<file path="src/rtl/uart_tx_scheduler_if.sv">
// Bundles the CPU, debug and sender handshakes of the UART word scheduler.
// Handshake rule: a word moves on a posedge where valid && ready; the requester holds data/nbytes stable while valid is high and unaccepted.
interface uart_tx_scheduler_if;
    logic [31:0] cpu_data;
    logic [1:0]  cpu_nbytes;
    logic        cpu_valid;
    logic        cpu_ready;
    logic [31:0] dbg_data;
    logic [1:0]  dbg_nbytes;
    logic        dbg_valid;
    logic        dbg_ready;
    logic        sender_ready;
    logic [7:0]  sender_data;
    logic        sender_enable;

    modport master (
        output cpu_data, cpu_nbytes, cpu_valid,
        input  cpu_ready,
        output dbg_data, dbg_nbytes, dbg_valid,
        input  dbg_ready,
        output sender_ready,
        input  sender_data, sender_enable
    );

    modport slave (
        input  cpu_data, cpu_nbytes, cpu_valid,
        output cpu_ready,
        input  dbg_data, dbg_nbytes, dbg_valid,
        output dbg_ready,
        input  sender_ready,
        output sender_data, sender_enable
    );
endinterface

</file>
<file path="src/rtl/uart_tx_scheduler.sv">
// Shares one byte-wide UART sender between a FIFO-buffered CPU path and a debug holding register,
// arbitrating round-robin per word and emitting bytes most-significant selected byte first.
module uart_tx_scheduler #(
    parameter int FIFO_AW = 2
) (
    input  logic                 CLK,
    input  logic                 reset,
    uart_tx_scheduler_if.slave   bus,
    output logic                 busy,
    output logic [15:0]          tx_count,
    output logic [1:0]           fsm_state
);
    localparam int DEPTH = 1 << FIFO_AW;

    localparam logic [1:0] S_IDLE = 2'd0;
    localparam logic [1:0] S_SEND = 2'd1;
    localparam logic [1:0] S_GAP  = 2'd2;

    logic [1:0]         state;
    logic [33:0]        fifo_mem [DEPTH];
    logic [FIFO_AW:0]   wr_ptr;
    logic [FIFO_AW:0]   rd_ptr;
    logic               fifo_full;
    logic               fifo_empty;
    logic [33:0]        dbg_word;
    logic               dbg_full;
    logic               last_grant;   // 1 = debug was granted last
    logic [31:0]        word_q;
    logic [1:0]         byte_cnt;
    logic [7:0]         data_q;
    logic [15:0]        tx_count_q;

    logic               push;
    logic               dbg_cap;
    logic               grant_any;
    logic               grant_cpu;
    logic               pop;
    logic               strobe;
    logic [33:0]        grant_entry;

    function automatic logic [7:0] pick_byte(input logic [31:0] w, input logic [1:0] idx);
        logic [7:0] b;
        case (idx)
            2'd0:    b = w[7:0];
            2'd1:    b = w[15:8];
            2'd2:    b = w[23:16];
            default: b = w[31:24];
        endcase
        return b;
    endfunction

    assign fifo_empty = (wr_ptr == rd_ptr);
    assign fifo_full  = (wr_ptr[FIFO_AW] != rd_ptr[FIFO_AW]) &&
                        (wr_ptr[FIFO_AW-1:0] == rd_ptr[FIFO_AW-1:0]);

    assign bus.cpu_ready = reset && !fifo_full;
    assign bus.dbg_ready = reset && !dbg_full;

    assign push      = bus.cpu_valid && bus.cpu_ready;
    assign dbg_cap   = bus.dbg_valid && bus.dbg_ready;
    assign grant_any = (state == S_IDLE) && (!fifo_empty || dbg_full);
    // CPU wins unless debug is also pending and the CPU had the previous word.
    assign grant_cpu = !fifo_empty && (!dbg_full || last_grant);
    assign pop       = grant_any && grant_cpu;
    assign grant_entry = grant_cpu ? fifo_mem[rd_ptr[FIFO_AW-1:0]] : dbg_word;

    // Reset gates the strobe immediately so a word cut by reset issues nothing more.
    assign strobe            = reset && (state == S_SEND) && bus.sender_ready;
    assign bus.sender_enable = strobe;
    assign bus.sender_data   = data_q;
    assign busy              = reset && (state != S_IDLE);
    assign tx_count          = tx_count_q;
    assign fsm_state         = state;

    always_ff @(posedge CLK) begin
        if (push) begin
            fifo_mem[wr_ptr[FIFO_AW-1:0]] <= {bus.cpu_nbytes, bus.cpu_data};
        end
    end

    always_ff @(posedge CLK) begin
        if (!reset) begin
            state      <= S_IDLE;
            wr_ptr     <= '0;
            rd_ptr     <= '0;
            dbg_word   <= '0;
            dbg_full   <= 1'b0;
            last_grant <= 1'b1;
            word_q     <= '0;
            byte_cnt   <= '0;
            data_q     <= '0;
            tx_count_q <= '0;
        end else begin
            if (push) wr_ptr <= wr_ptr + 1'b1;
            if (pop)  rd_ptr <= rd_ptr + 1'b1;
            if (dbg_cap) begin
                dbg_word <= {bus.dbg_nbytes, bus.dbg_data};
                dbg_full <= 1'b1;
            end
            case (state)
                S_IDLE: begin
                    if (grant_any) begin
                        word_q     <= grant_entry[31:0];
                        byte_cnt   <= grant_entry[33:32];
                        data_q     <= pick_byte(grant_entry[31:0], grant_entry[33:32]);
                        last_grant <= !grant_cpu;
                        if (!grant_cpu) dbg_full <= 1'b0;
                        state      <= S_SEND;
                    end
                end
                S_SEND: begin
                    if (strobe) begin
                        tx_count_q <= tx_count_q + 16'd1;
                        if (byte_cnt == 2'd0) begin
                            state <= S_IDLE;
                        end else begin
                            byte_cnt <= byte_cnt - 2'd1;
                            data_q   <= pick_byte(word_q, byte_cnt - 2'd1);
                            state    <= S_GAP;
                        end
                    end
                end
                S_GAP:   state <= S_SEND;
                default: state <= S_IDLE;
            endcase
        end
    end
endmodule
</file>
<file path="src/flat_wrapper.sv">
// flat-port wrapper written by rule: the top's interface ports become plain ports
module uart_tx_scheduler_flat 
#(
    parameter int FIFO_AW = 2
)
  (CLK, reset, busy, tx_count, fsm_state, bus_cpu_data, bus_cpu_nbytes, bus_cpu_valid, bus_cpu_ready, bus_dbg_data, bus_dbg_nbytes, bus_dbg_valid, bus_dbg_ready, bus_sender_ready, bus_sender_data, bus_sender_enable);
  uart_tx_scheduler_if bus_i ();
  input  logic CLK;
  input  logic reset;
  output logic busy;
  output logic [15:0] tx_count;
  output logic [1:0] fsm_state;
  input wire logic [$bits(bus_i.cpu_data)-1:0] bus_cpu_data;
  input wire logic [$bits(bus_i.cpu_nbytes)-1:0] bus_cpu_nbytes;
  input wire logic [$bits(bus_i.cpu_valid)-1:0] bus_cpu_valid;
  output wire logic [$bits(bus_i.cpu_ready)-1:0] bus_cpu_ready;
  input wire logic [$bits(bus_i.dbg_data)-1:0] bus_dbg_data;
  input wire logic [$bits(bus_i.dbg_nbytes)-1:0] bus_dbg_nbytes;
  input wire logic [$bits(bus_i.dbg_valid)-1:0] bus_dbg_valid;
  output wire logic [$bits(bus_i.dbg_ready)-1:0] bus_dbg_ready;
  input wire logic [$bits(bus_i.sender_ready)-1:0] bus_sender_ready;
  output wire logic [$bits(bus_i.sender_data)-1:0] bus_sender_data;
  output wire logic [$bits(bus_i.sender_enable)-1:0] bus_sender_enable;
  assign bus_i.cpu_data = bus_cpu_data;
  assign bus_i.cpu_nbytes = bus_cpu_nbytes;
  assign bus_i.cpu_valid = bus_cpu_valid;
  assign bus_cpu_ready = bus_i.cpu_ready;
  assign bus_i.dbg_data = bus_dbg_data;
  assign bus_i.dbg_nbytes = bus_dbg_nbytes;
  assign bus_i.dbg_valid = bus_dbg_valid;
  assign bus_dbg_ready = bus_i.dbg_ready;
  assign bus_i.sender_ready = bus_sender_ready;
  assign bus_sender_data = bus_i.sender_data;
  assign bus_sender_enable = bus_i.sender_enable;
  uart_tx_scheduler #(.FIFO_AW(FIFO_AW)) u_core (.CLK(CLK), .reset(reset), .bus(bus_i), .busy(busy), .tx_count(tx_count), .fsm_state(fsm_state));
endmodule
</file>
<file path="config.mk">
export PLATFORM = sky130hd
export DESIGN_NAME = uart_tx_scheduler_flat
export DESIGN_NICKNAME = d
export VERILOG_FILES = /design/src/rtl/uart_tx_scheduler_if.sv /design/src/rtl/uart_tx_scheduler.sv /design/src/flat_wrapper.sv
export SDC_FILE = /design/constraint.sdc
export NUM_CORES = 1
export LEC_CHECK = 0
export ABC_AREA = 0
export ABC_CLOCK_PERIOD_IN_PS = 2100
export CAP_MARGIN = 30
export CORE_MARGIN = 5
export CORE_UTILIZATION = 26
export CTS_CLUSTER_DIAMETER = 150
export CTS_CLUSTER_SIZE = 14
export DETAILED_ROUTE_END_ITERATION = 12
export REMOVE_ABC_BUFFERS = 1
export SLEW_MARGIN = 5
export SYNTH_ARGS = -nofsm -noshare
export SYNTH_HDL_FRONTEND = slang
export SYNTH_SLANG_ARGS = --single-unit
</file>
<file path="constraint.sdc">
create_clock -name CLK -period 2.1 [get_ports CLK]
set_input_delay 0.525 -clock CLK [delete_from_list [all_inputs] [get_ports CLK]]
set_output_delay 0.525 -clock CLK [all_outputs]
set_load 0.01 [all_outputs]
</file>
After elaboration in Yosys (flattened, before gate mapping)
Memories as Yosys holds them, arrays and structs flattened. A register that Yosys moved wholly into a read port is not among the register bits.
Index checks and enable logic that the tools add are counted.
{"block": "totals", "register_bits": 102, "latch_bits": 0, "ramBits": 136, "romBits": 0, "in_bits": 73, "output_inout_bits": 30, "mem_count": 1}
{"name": "u_core.fifo_mem", "depth": 4, "width": 34, "read_ports": 1, "rd_clocked_by_memory_dff": 1, "wr": 1, "line": "uart_tx_scheduler.sv:20", "source": "logic [33:0] fifo_mem [DEPTH];"}
{"block": "op_classes", "add_sub_neg": 4, "mul": 0, "div_mod_pow": 0, "magnitude_cmp": 0, "eq_ne": 12, "n_shift": 0, "n_mux": 23, "bitwise_logic": 0, "reduce_logical": 27}
{"cell": "$pmux W8 S3", "count": 2}
{"cell": "$mux W34", "count": 1}
{"cell": "$mux W8", "count": 3}
{"cell": "$add A16 B1 Y16 const B", "count": 1}
{"cell": "$mux W2", "count": 8}
{"cell": "$pmux W8 S2", "count": 1}
{"cell": "$logic_and A1 B1 Y1", "count": 11}
{"cell": "$logic_not A2 Y1", "count": 4}
{"cell": "$add A3 B1 Y3 const B", "count": 2}
{"cell": "$eq A2 B1 Y1 const B", "count": 3}
{"cell": "$eq A2 B2 Y1 const B", "count": 3}
{"cell": "$mux W1", "count": 6}
{"cell": "$pmux W2 S3", "count": 1}
{"cell": "$reduce_and A2 Y1", "count": 3}
{"cell": "$logic_not A1 Y1", "count": 4}
{"cell": "$ne A2 B2 Y1 const B", "count": 2}
{"cell": "$pmux W2 S2", "count": 1}
{"cell": "$reduce_and A4 Y1", "count": 1}
{"cell": "$reduce_bool A2 Y1", "count": 2}
{"cell": "$eq A3 B3 Y1", "count": 1}
{"cell": "$eq A2 B2 Y1", "count": 1}
{"cell": "$logic_or A1 B1 Y1", "count": 2}
{"cell": "$ne A2 B1 Y1 const B", "count": 1}
{"cell": "$sub A2 B1 Y2 const B", "count": 1}
{"cell": "$ne A1 B1 Y1", "count": 1}

Logic depth before layout (Yosys ltp)
Gate-level depths: netlist (run 1).
{"block": "depth", "ltp_word": 8, "mapped_depth": 9, "depth_no_buf": 7}

Least setup slack after synthesis (run 1)
No wires, ideal clock.
{"block": "synth_timing", "path_kind": "reg-to-reg", "start": "reg u_core.wr_ptr[2]", "end": "reg u_core.wr_ptr[2]", "setup_ns": 0.115, "t_arrival_ns": 2.214, "required_time_ns": 1.985, "path_slack_ns": -0.229, "path_stages_with_launch": 6, "n_path_buf": 0, "path_cell_list": "dfxtp_1 -> xnor2_1 -> o21a_1 -> and3_1 -> xor2_1 -> and2_1"}
{"block": "synth_via", "elab_chain_cells": 5}
{"item": "start: declaration", "line": "uart_tx_scheduler.sv:21", "source": "logic [FIFO_AW:0] wr_ptr;"}
{"item": "start signal: assignment", "line": "uart_tx_scheduler.sv:94", "source": "if (push) wr_ptr <= wr_ptr + 1'b1;"}
{"item": "$ne A1 B1 Y1", "line": "uart_tx_scheduler.sv:53", "source": "assign fifo_full = (wr_ptr[FIFO_AW] != rd_ptr[FIFO_AW]) &&"}
{"item": "$logic_and A1 B1 Y1", "line": "uart_tx_scheduler.sv:53"}
{"item": "$logic_not A1 Y1", "line": "uart_tx_scheduler.sv:56", "source": "assign bus.cpu_ready = reset && !fifo_full;"}
{"item": "$logic_and A1 B1 Y1", "line": "uart_tx_scheduler.sv:56"}
{"item": "via bus_cpu_ready", "line": "flat_wrapper.sv:16", "source": "output wire logic [$bits(bus_i.cpu_ready)-1:0] bus_cpu_ready;"}
{"item": "$logic_and A1 B1 Y1", "line": "uart_tx_scheduler.sv:59", "source": "assign push = bus.cpu_valid && bus.cpu_ready;"}
The timed path passes the listed nets, and every way through them passes these cells.
A chain may end at the register's enable or synchronous reset.

Final worst setup path (run 1)
{"block": "layout_timing", "start": "reg u_core.state[1] (netlist: u_core.fsm_state[1])", "end": "out busy"}
{"block": "layout_via", "elab_chain_cells": 2}
{"item": "start: declaration", "line": "uart_tx_scheduler.sv:19", "source": "logic [1:0] state;"}
{"item": "start signal: assignment", "line": "uart_tx_scheduler.sv:83", "source": "state <= S_IDLE;"}
{"item": "start signal: assignment", "line": "uart_tx_scheduler.sv:108", "source": "state <= S_SEND;"}
{"item": "start signal: assignment", "line": "uart_tx_scheduler.sv:115", "source": "state <= S_IDLE;"}
{"item": "$reduce_bool A2 Y1", "line": "uart_tx_scheduler.sv:71", "source": "assign busy = reset && (state != S_IDLE);"}
{"item": "$logic_and A1 B1 Y1", "line": "uart_tx_scheduler.sv:71"}
{"item": "end: declaration", "line": "flat_wrapper.sv:10", "source": "output logic busy;"}
No other way between the ends.

==> results.tsv, run 1 <==
metric	value	unit
DR WL/cell	18.2	um
Ys Warns	0	
post-route setup slack	0.0393	ns
Power Density	1100	nW/um2
Layout Nets	943	
clock root buffer master	clkbuf_16	
flop2flop setup slack	0.05	ns
total power draw	13.6	mW
Worst Setup End Kind	primary output	
DRT Pass-1 Iters	8	
share of cells above drive strength 1	17.7	%
max cap viols	0	
share of the synthesized area in the top cell type	42.4	%
CP max FO	6	
Initial Util	26.3	%
hold slack	0.441	ns
pre-CTS setup slack	-0.439	ns
CP required	1.57	ns
worst skew pair latency	0.52	ns
Core Box Area	36600	um2
slew at the pin with the worst max-slew slack	0.697	ns
DR vias/cell	4.63	
Final min period	2.06	ns
row count	70	
Final Cycle Share	98.1	%
Reg clk slew, reported paths	0.08	ns
pin count of the biggest net entering global routing	68	
Worst Setup Start Kind	flip-flop	
Detailed Route WL	24.5	mm
Congestion Overflow GR	0	
reg2reg end	u_core.bus.sender_data[2]	
RSZ-0062 raised after global routing	true	
Post-DP Area	11600	um2
Synth area leaders	edfxtp_1 (42%), dfxtp_1 (20%), mux4_2 (7.9%)	
Total GRT Usage	11.4	%
data arrival time of the critical path	1.54	ns
Peak VDD IR	0.649	mV
port bufs	102	
H-tree Lvls	1	
ys async rst share	0	%
distinct cell type count after synthesis	49	
Hold Vio Cnt, Final	0	
first-pass GRT wire length	36.8	mm
clock tree buffer depth	3	
diode count	0	
syn_area_per_cell	13.4	um2
mapped cell area	9640	um2
total CTS buffers	20	
Setup-failing EPs final	0	
status	finished, final reports clean	
end of the worst hold path	u_core.last_grant	
Die Y	203	um
via count	6214	
#FFs+latches synth	232	
FMAX	485	MHz
final instance area	12300	um2
Min-Delay Path Depth	3	
initial antenna violation count	0	
Setup TNS	0	ns
Post-synth EDFFs	136	
Worst Path Class, Setup	reg2out	
DR iter-0 viols	335	
remaining antenna violation count after routing	0	
Pleak	4.40	nW
DR DRC count	0	
Area Overhead vs Synth	28.0	%
hold crit path type	in2reg	
Mapped Cells	721	
hpwl dp	16.8	mm
HP Start	reset	
die width	203	um
CTS tree	built	
CTS Sinks	232	
Final Max Tran Viols	0	
area leader, netlist	edfxtp_1	
relative slew slack	53.5	%
IO Pins	103	
R2R cell count	7	
# fillers	3607	
post-synthesis sequential area ratio	62.3	%
die area	41000	um2
clock skew	0.0313	ns
gp weighted congestion	0.828	
vias in the first global route	6053	
predominant post-synthesis flop cell	edfxtp_1	
==> flip-flops by register name, summed over array words and instances (netlist names), named ones only <==
register                flops
u_core.dbg_word            34
u_core.tx_count            16
u_core.fifo_mem           136
u_core.word_q              24
u_core.wr_ptr               3
u_core.last_grant           1
u_core.byte_cnt             2
u_core.bus.sender_data      8
u_core.fsm_state            2
u_core.dbg_full             1
u_core.rd_ptr               3
==> cells in the mapped netlist, drive strengths merged (2+ instances only) <==
| library cell | count |
|---|---|
| nand2b | 2 |
| nand2 | 111 |
| a221oi | 7 |
| dfxtp | 96 |
| mux2 | 7 |
| o21ai | 59 |
| or3 | 5 |
| o211a | 25 |
| a222oi | 6 |
| nand4 | 6 |
| edfxtp | 136 |
| mux2i | 43 |
| or2 | 2 |
| o211ai | 2 |
| nor2 | 11 |
| nor3 | 4 |
| o32ai | 2 |
| nor2b | 8 |
| a21boi | 7 |
| nand3 | 5 |
| xor2 | 5 |
| buf | 20 |
| a21oi | 10 |
| mux4 | 34 |
| inv | 10 |
| xnor2 | 14 |
| ha | 10 |
| and3 | 4 |
| clkbuf | 29 |
| a31oi | 3 |
| a211oi | 4 |
| and2 | 23 |
| a22oi | 2 |
==> critical path, cell delays in order, from the launching register on <==
cell and delay (ns):
dfxtp_4 0.37, or2_4 0.25, and2_1 0.17, clkdlybuf4s15_2 0.22
==> cells by family (layout without fill, tap and decap cells) <==
| kind of cell | count (synthesis) | in the layout | share of synthesized area [%] |
|---|---|---|---|
| compound gates | 132 | 132 | 9.63 |
| simple gates | 185 | 185 | 8.83 |
| buf+inv | 59 | 212 | 2.95 |
| xor+xnor | 19 | 19 | 1.73 |
| fa+ha+maj | 10 | 10 | 1.30 |
| flops | 232 | 232 | 62.3 |
| mux | 84 | 84 | 13.3 |
==> cell type report <==
cell class / count / area [um2] / share of cell area (%)
sequential: 232 / 6020 / 48.8
timing repair buffer: 166 / 1660 / 13.4
clock inverter: 2 / 38.8 / 0.314
inverter: 10 / 37.5 / 0.304
multi-input combinational: 430 / 3450 / 28.0
clock buffer: 34 / 553 / 4.48
tap: 468 / 586 / 4.75
==> stage by stage <==
stage / std cells / util (%)
floorplan: 672 / -
global placement: 1298 / 31.6
finish: 1342 / 33.7
CTS: 1336 / 33.4
global route: 1342 / 33.7
detailed placement: 1298 / 31.6
==> metal layers <==
metal / GRT usage (%) / up-vias / wire (um)
met3: 1.76 / 31 / 1060
met1: 15.6 / 3059 / 11100
met2: 19.2 / 163 / 11800
met4: 2.30 / 0 / 507
met5: 0 / - / 0
li1: - / 2961 / -
==> power breakdown <==
group | switching (mW) | internal [mW] | leakage [nW]
Clock | 1.64 | 1.82 | 0.279
Combinational | 2.20 | 2.21 | 2.09
Sequential | 0.394 | 5.35 | 2.03
Total | 4.23 | 9.38 | 4.40
==> how the worst max path moves through the flow <==
stage | from | end | slack, ns | cells after the start
2_1_floorplan | u_core.wr_ptr[0] | u_core.byte_cnt[1] | -1.43 | 5
5_1_grt | flip-flop | u_core.bus.sender_data[2] | -0.06 | 6
3_5_place_dp | bus_sender_ready | u_core.tx_count[12] | -0.44 | 7
4_1_cts | u_core.wr_ptr[2] | bus_cpu_ready | -0.07 | 4
6_report | u_core.fsm_state[1] | busy | 0.04 | 3
3_3_place_gp | bus_sender_ready | bus_sender_enable | -0.40 | 4
==> what timing repair did <==
action | CTS | global route
setup buffers | 2 | 5
pin swaps | 2 | 7
endpoints found under the setup margin | 12 | 11
resized for setup | 20 | 20
hold buffers | 0 | 0
cloned | 0 | 1
==> placed cells by master, fill, tap and decap left out, types with 3 or more instances in the layout <==
master / count
a211oi_1: 4
a21boi_0: 5
a21oi_1: 10
a221oi_2: 5
a222oi_1: 6
and2_1: 21
and3_1: 4
buf_12: 10
buf_4: 50
clkbuf_1: 14
clkbuf_16: 21
clkdlybuf4s50_1: 96
dfxtp_1: 89
dfxtp_2: 5
edfxtp_1: 136
ha_1: 10
inv_1: 10
mux2_2: 6
mux2i_1: 40
mux2i_2: 3
mux4_2: 34
nand2_1: 111
nand3_1: 5
nand4_1: 6
nor2_1: 11
nor2b_1: 8
nor3_1: 4
o211a_1: 25
o21ai_0: 55
o21ai_1: 4
or3_1: 5
xnor2_1: 12
xor2_1: 5
Note: power is estimated with default switching activity, not from simulation.
==> run 2: changes to the inputs <==
--- a/config.mk
+++ b/config.mk
@@ -7,7 +7,7 @@
 export LEC_CHECK = 0
 export ABC_AREA = 0
 export ABC_CLOCK_PERIOD_IN_PS = 2100
-export CAP_MARGIN = 30
+export CAP_MARGIN = 10
 export CORE_MARGIN = 5
 export CORE_UTILIZATION = 26
 export CTS_CLUSTER_DIAMETER = 150
==> results of run 2 <==
The final DEF is identical to that of run 1; final timing and power are the same.
